<file path="config.mk">
export PLATFORM = sky130hd
export DESIGN_NAME = game_sequencer
export DESIGN_NICKNAME = d
export VERILOG_FILES = /design/src/rtl/game_sequencer.sv
export SDC_FILE = /design/constraint.sdc
export NUM_CORES = 1
export LEC_CHECK = 0
export BUFFER_PORTS_ARGS = -buffer_cell sky130_fd_sc_hd__buf_2
export CORE_MARGIN = 2
export CORE_UTILIZATION = 55
export DETAILED_ROUTE_END_ITERATION = 6
export PLACE_DENSITY_LB_ADDON = 0.08
export SETUP_SLACK_MARGIN = 0.4
export SYNTH_ARGS = -nofsm -noshare
export SYNTH_HDL_FRONTEND = slang
export SYNTH_SLANG_ARGS = --single-unit
</file>
<file path="constraint.sdc">
create_clock -name clk -period 2.81 [get_ports clk]
set_input_delay 0.281 -clock clk [delete_from_list [all_inputs] [get_ports clk]]
set_output_delay 0.281 -clock clk [all_outputs]
set_load 0.01 [all_outputs]
</file>
<file path="src/rtl/game_sequencer.sv">
// Reaction-game sequencer: shows pseudo-random LED patterns, scores matching
// key presses within a tick window, and reports a pass/fail verdict.
//
// state   | meaning
// --------+-----------------------------------------------------------
// IDLE    | after reset; score/pattern view, waiting for start
// RELEASE | pattern blanked; waiting for all keys released
// SHOW    | pattern displayed; waiting for hit, wrong key or timeout
// RESULT  | game over; verdict view, score frozen, start replays
module game_sequencer #(
   parameter int ROUNDS     = 16,
   parameter int WINDOW     = 8,
   parameter int PASS_SCORE = 10,
   parameter int POINTS     = 1
) (
   input  logic       clk,
   input  logic       rst,
   input  logic       start,
   input  logic       tick,
   input  logic [3:0] key,
   output logic [7:0] score,
   output logic [3:0] pattern,
   output logic       C,
   output logic       res,
   output logic       busy
);

   typedef enum logic [1:0] {
      IDLE    = 2'd0,
      SHOW    = 2'd1,
      RELEASE = 2'd2,
      RESULT  = 2'd3
   } state_t;

   // Window timer counts down from WINDOW-1; a tick at zero is the timeout.
   localparam int         WIN_M1      = WINDOW - 1;
   localparam logic [7:0] WIN_LAST    = WIN_M1[7:0];
   localparam int         ROUND_M1    = ROUNDS - 1;
   localparam logic [7:0] ROUND_LAST  = ROUND_M1[7:0];
   // Clamp so the 9-bit add/compare below stays exact for any parameter value.
   localparam int         PTS_CLAMP   = (POINTS > 255) ? 255 : POINTS;
   localparam logic [8:0] PTS9        = PTS_CLAMP[8:0];
   localparam int         PASS_CLAMP  = (PASS_SCORE > 256) ? 256 : PASS_SCORE;
   localparam logic [8:0] PASS9       = PASS_CLAMP[8:0];

   state_t     state_q, state_d;
   logic [7:0] score_q, score_d;
   logic [3:0] pattern_q, pattern_d;
   logic [7:0] round_q, round_d;
   logic [7:0] win_q, win_d;
   logic [3:0] lfsr_q, lfsr_d;
   logic       c_q, c_d;
   logic       res_q, res_d;
   logic       busy_q, busy_d;

   logic       hit;
   logic       miss;
   logic [8:0] score_sum;

   // Next-state, datapath and registered-output decode.
   always_comb begin
      state_d   = state_q;
      score_d   = score_q;
      pattern_d = pattern_q;
      round_d   = round_q;
      win_d     = win_q;
      lfsr_d    = {lfsr_q[2:0], lfsr_q[3] ^ lfsr_q[2]};
      hit       = 1'b0;
      miss      = 1'b0;
      score_sum = {1'b0, score_q} + PTS9;

      case (state_q)
         IDLE, RESULT: begin
            pattern_d = 4'd0;
            if (start) begin
               score_d = 8'd0;
               round_d = 8'd0;
               win_d   = WIN_LAST;
               state_d = RELEASE;
            end
         end
         RELEASE: begin
            pattern_d = 4'd0;
            if (key == 4'd0) begin
               pattern_d = lfsr_q;
               win_d     = WIN_LAST;
               state_d   = SHOW;
            end
         end
         SHOW: begin
            // pattern_q is never zero here, so a hit implies a pressed key.
            hit  = (key == pattern_q);
            miss = ((key != 4'd0) && !hit) || (tick && (win_q == 8'd0));
            if (hit) begin
               score_d = score_sum[8] ? 8'hFF : score_sum[7:0];
            end
            if (hit || miss) begin
               pattern_d = 4'd0;
               round_d   = round_q + 8'd1;
               state_d   = (round_q == ROUND_LAST) ? RESULT : RELEASE;
            end else if (tick) begin
               win_d = win_q - 8'd1;
            end
         end
         default: begin
            pattern_d = 4'd0;
            state_d   = IDLE;
         end
      endcase

      c_d    = (state_d != RESULT);
      res_d  = (state_d == RESULT) && ({1'b0, score_d} >= PASS9);
      busy_d = (state_d == SHOW) || (state_d == RELEASE);
   end

   // State, counters, LFSR and outputs; reset forces everything immediately.
   always_ff @(posedge clk or negedge rst) begin
      if (!rst) begin
         state_q   <= IDLE;
         score_q   <= 8'd0;
         pattern_q <= 4'd0;
         round_q   <= 8'd0;
         win_q     <= 8'd0;
         lfsr_q    <= 4'b0001;
         c_q       <= 1'b1;
         res_q     <= 1'b0;
         busy_q    <= 1'b0;
      end else begin
         state_q   <= state_d;
         score_q   <= score_d;
         pattern_q <= pattern_d;
         round_q   <= round_d;
         win_q     <= win_d;
         lfsr_q    <= lfsr_d;
         c_q       <= c_d;
         res_q     <= res_d;
         busy_q    <= busy_d;
      end
   end

   assign score   = score_q;
   assign pattern = pattern_q;
   assign C       = c_q;
   assign res     = res_q;
   assign busy    = busy_q;

endmodule

</file>
Word-level counts from Yosys, hierarchy flattened:

Index checks and enable logic that the tools add are counted.

* output and inout port bits: 15
* input bits: 8
* logic and storage cells: 63
* flip-flop bits (word level): 37

* bitwise logic cells: 1
* add/sub/neg operators: 3
* mux-type cells: 20
* reduce and logical (&&, ||, !) cells: 15
* equal/unequal tests: 14
* order comparisons: 1

Operators with widths (count)
* two-way mux 8 bit: 9
* case mux 8 bit (2 select lines): 2
* case mux 8 bit (3 select lines): 1
* != test 2 bit (second input constant): 6
* case mux 4 bit (3 select lines): 1
* adder 8 x 1 -> 9 bit (second input constant): 1
* adder 8 x 1 -> 8 bit (second input constant): 1
* == test 2 bit (second input constant): 4
* == test 8 x 4 -> 1 bit (second input constant): 1
* >= comparator 8 x 4 -> 1 bit (second input constant): 1
* zero test 8 bit: 1
* two-way mux 4 bit: 2
* subtractor 8 x 1 -> 8 bit (second input constant): 1
* two-way mux 2 bit: 3
* case mux 2 bit (3 select lines): 1
* == test 2 x 1 -> 1 bit (second input constant): 2
* == test 4 bit: 1
* zero test 4 bit: 1
* AND reduction 4 bit: 1
* nonzero test 4 bit: 1
* logical AND 1 bit: 3
* logical OR 1 bit: 3
* AND reduction 3 bit: 1
* zero test 2 bit: 1
* 5 further kinds: 5

Longest topological paths before layout:

* depth after elaboration: 9
* depth in mapped cells: 11
* depth with buffers taken out: 10

Worst setup path after synthesis:

No wires, ideal clock.

* path kind: register -> register
* from: reg state_q[0]
* to: reg res_q (netlist: res)
* stages on the path, launching flop included: 9
* required time: 2676 ps
* arrival time: 2040 ps
* clock period less this slack: 2174 ps
* slack: 636 ps
* buffers on the path: 1
* cell sequence: dfrtp_1 inv_1 ha_1 nor2b_1 buf_2 nor3_1 nor2b_1 a221oi_1 a31oi_1

* word-level cells in the longest chain between the ends: 5
* elaborated cells on any way between the ends: 13

RTL lines
* start: declaration: line 46 `state_t state_q, state_d;`
* start signal: assignment: line 129 `state_q <= state_d;`
* == test 2 bit / zero test 2 bit (equally long branches): line 72 `case (state_q)`
* OR reduction 2 bit: line 72
* case mux 8 bit (2 select lines) / case mux 2 bit (3 select lines) (equally long branches): line 72
* >= comparator 8 x 4 -> 1 bit / == test 2 bit (equally long branches): line 112 `res_d = (state_d == RESULT) && ({1'b0, score_d} >= PASS9);`
* logical AND 1 bit *: line 112
* net res_d: line 53 `logic res_q, res_d;`
* end signal: assignment: line 136 `res_q <= res_d;`
* end: declaration: line 53

Mark *: on every way through the listed nets, which the timed path passes. The rest lies on a longest branch.
A chain may end at the register's enable or synchronous reset.

Final worst setup path:

* from: reg state_q[0]
* to: reg res_q (netlist: res)

* word-level cells in the longest chain between the ends: 5
* elaborated cells on any way between the ends: 13

RTL lines
* == test 2 bit / zero test 2 bit (equally long branches): line 72
* OR reduction 2 bit: line 72
* case mux 8 bit (2 select lines) *: line 72
* net score_d[4]: line 47 `logic [7:0] score_q, score_d;`
* >= comparator 8 x 4 -> 1 bit *: line 112
* logical AND 1 bit *: line 112
* net res_d: line 53

Marks and branches as above.

==> results by group <==
Status
  – Status: finished, final reports clean

Global route
  – First-pass GRT wire length: 7.838 mm
  – Met3 usage: 0.04861
  – Vias in the first global route: 1696
  – Initial antenna violation count: 0
  – GRT Util Overall: 0.2412
  – Largest net degree at the start of global routing: 38
  – GR peak layer: met2
  – GRT overflow: 0
  – Global routing met1 resource utilization: 0.3050
  – M2 GR Usage: 0.4089

STA
  – Final period util: 0.8122
  – Clock Skew: 0.007016 ns
  – Fin. max-slew vios: 0
  – Fmax: 0.4381 GHz
  – Setup TNS: 0 ns
  – Final hold viol count: 0
  – RSZ-0062 raised after global routing: false
  – Min Hold Slack: 0.06529 ns
  – Worst slew margin: 0.4819
  – Worst Slack Setup Final: 0.5276 ns
  – Final Setup Violations: 0
  – Least-Margin Pin Slew: 0.7771 ns
  – Period minus WS final: 2.282 ns

Floorplanning
  – Num ports: 23
  – Row count: 22
  – Starting Density: 0.5618
  – Die Y-Extent: 64.69 um
  – Die width: 64.69 um
  – Core ar.: 3606 um2
  – Die Area: 4185 um2

Yosys
  – Ys async rst share: 1.000
  – Syn Area/Cell: 9.555 um2
  – Syn_nets: 227
  – Ys flop type: dfrtp_1
  – Post-synth EDFFs: 0
  – #FFs+latches synth: 37
  – Synth top area share: 0.4324
  – Sequential area share after synthesis: 0.4583
  – Post-Synthesis Cells: 212
  – Leading post-synthesis cells by cell area: dfrtp_1 (43%), ha_1 (4.3%), xnor2_1 (4.3%)
  – Yosys cell types: 47
  – Cell area after synthesis: 2026 um2
  – Synth area leader: dfrtp_1
  – Synthesis Warnings: 0

Place
  – HPWL after detailed placement: 3.307 mm
  – Dpl ws: 0.3832 ns
  – Port bufs: 22
  – Routability Congestion: 0.9076
  – Placed Cells: 278

Drt
  – Routed vias: 1696
  – Vias per cell: 5.869
  – Final ANT Viol Nets: 0
  – WL/cell: 15.49 um
  – 1st-iter DRT viols: 167
  – DRC Markers: 0
  – Final WL: 4.478 mm
  – DRT Pass-1 Iters: 5

Clock tree
  – Maximum clock path buffer count: 2
  – Worst-Skew Late Latency: 0.29 ns
  – CTS Buf Count: 5
  – Root buffer cell: clkbuf_8
  – CTS tree: built
  – CTS H-tree depth: 2
  – Worst-path clk slew: 0.07 ns
  – Clk sinks: 37

Job
  – Max_cap viols: 0

Critical path
  – Worst setup EP type: register
  – Reg2reg end: res$_DFF_PN0_
  – Reg-to-reg slack, setup: 0.53 ns
  – Slowest Stage Delay on Critical Path: 0.40 ns
  – CP Max Fanout: 9
  – Setup crit start kind: register
  – Cells along the critical path: inv_1 -> ha_1 -> nor2b_4 -> or2_2 -> nor4_1 -> nor3_1 -> a221oi_1 -> a31oi_1
  – RR Startpoint: state_q[0]$_DFF_PN0_
  – R2R cell count: 8
  – WP data required: 2.96 ns
  – WS Path Type: register to register
  – CP max stage cell: dfrtp_1
  – CP Data Arrival Time: 2.44 ns

Cells and area
  – Area growth, synth to finish: 17.54%
  – Fraction of layout cells with a size suffix above 1: 0.2199
  – Fin nets: 255
  – Post-route insts no fill: 289
  – Ant diodes: 0
  – Fillers: 305

Worst hold path
  – Worst min-delay path class: input pin to asynchronous set/reset pin

Pwr
  – VDD IR max: 0.0003460 V
  – Design Power: 1.502 mW
  – Static Leak: 1.093 nW
  – Power Dens Cells: 630.6 nW/um2
how the worst max path moves through the flow:
stage | startpoint | to | slack [ns] | cells after the start
after global routing | win_q[3]$_DFFE_PN0P_ | res$_DFF_PN0_ | 0.41 | 10
final | state_q[0]$_DFF_PN0_ | res$_DFF_PN0_ | 0.53 | 8
after global placement | key[0] | res$_DFF_PN0_ | 0.40 | 10
after floorplan | state_q[0]$_DFF_PN0_ | res$_DFF_PN0_ | 0.64 | 8
after detailed placement | key[0] | res$_DFF_PN0_ | 0.38 | 10
after CTS | state_q[0]$_DFF_PN0_ | res$_DFF_PN0_ | 0.42 | 8
critical path, delay by kind of cell (launching register included):
kind                     cells  cell delay, ns
adder cells (fa/ha/maj)      1            0.33
flip-flops                   1            0.40
AO/OA/AOI/OAI                2            0.42
AND/OR/NAND/NOR              4            0.94
buffers and inverters        1            0.06
placed cells by master, fill, tap and decap left out, types with 3 or more instances in the layout:
master	instances
buf_2	22
inv_1	10
nor4_1	5
a21oi_1	7
buf_4	7
dfrtp_1	35
nor3_2	3
and3_1	5
xnor2_1	10
o21ai_0	10
nand3_1	8
nand2_1	22
nand4_1	7
nor3_1	3
ha_1	6
clkbuf_8	5
nor2_1	20
and2_1	4
a31oi_1	5
xor2_1	7
state kept, by name (all words and copies together) (netlist names):
name     cells
score        8
round_q      8
win_q        8
C            1
lfsr_q       4
state_q      2
res          1
busy         1
pattern      4
cell families (layout without fill, tap and decap cells):
| kind of cell | Yosys count | count (layout) | share of synthesized area |
|---|---|---|---|
| AO/OA/AOI/OAI | 44 | 44 | 0.1569 |
| XOR/XNOR | 17 | 17 | 0.07350 |
| adder cells (fa/ha/maj) | 7 | 7 | 0.04323 |
| buffers and inverters | 18 | 47 | 0.03644 |
| flip-flops | 37 | 37 | 0.4583 |
| AND/OR/NAND/NOR | 89 | 89 | 0.2316 |
repair_timing:
item / CTS / global route
hold buffers: 0 / 0
buffers inserted: 0 / 3
gates resized for setup: 0 / 7
endpoints found under the setup margin: 0 / 3
power by group:
group          total [mW]  switching, mW  internal (mW)
Clock               0.536          0.184          0.352
Sequential          0.572         0.0157          0.556
Combinational       0.393          0.272          0.122
cell type report:
| class | count | area (um2) | share of cell area |
|---|---|---|---|
| Tap cell | 48 | 60.06 | 0.02522 |
| Timing Repair Buffer | 29 | 162.7 | 0.06831 |
| Clock buffer | 5 | 68.82 | 0.02890 |
| Clock inverter | 3 | 65.06 | 0.02733 |
| Inverter | 10 | 37.54 | 0.01576 |
| Multi-Input combinational cell | 157 | 1059 | 0.4446 |
| Sequential cell | 37 | 928.4 | 0.3899 |
cells in the mapped netlist (2+ instances only):
master,number
a21oi_1,7
a221oi_1,2
a22o_1,2
a31oi_1,5
a41oi_1,2
and2_1,4
and3_1,5
and4_1,2
buf_2,5
clkbuf_1,3
dfrtp_1,35
dfstp_2,2
ha_1,7
inv_1,10
nand2_1,22
nand3_1,8
nand4_1,7
nor2_1,20
nor2b_1,3
nor3_1,5
nor4_1,5
o21ai_0,10
o31ai_1,2
xnor2_1,10
xor2_1,7
metal layers:
metal	part of all wire	vias to the layer above
li1	-	824
met1	0.44	823
met2	0.50	42
met3	0.039	7
met4	0.017	0
met5	0	-
through the flow:
step,instance area (um2),util
final,2381,0.6603
after global routing,2381,0.6603
after CTS,2323,0.6443
after detailed placement,2190,0.6072
after global placement,2190,0.6072
after floorplan,2026,-
No activity file was read; power rests on OpenSTA's default activity.
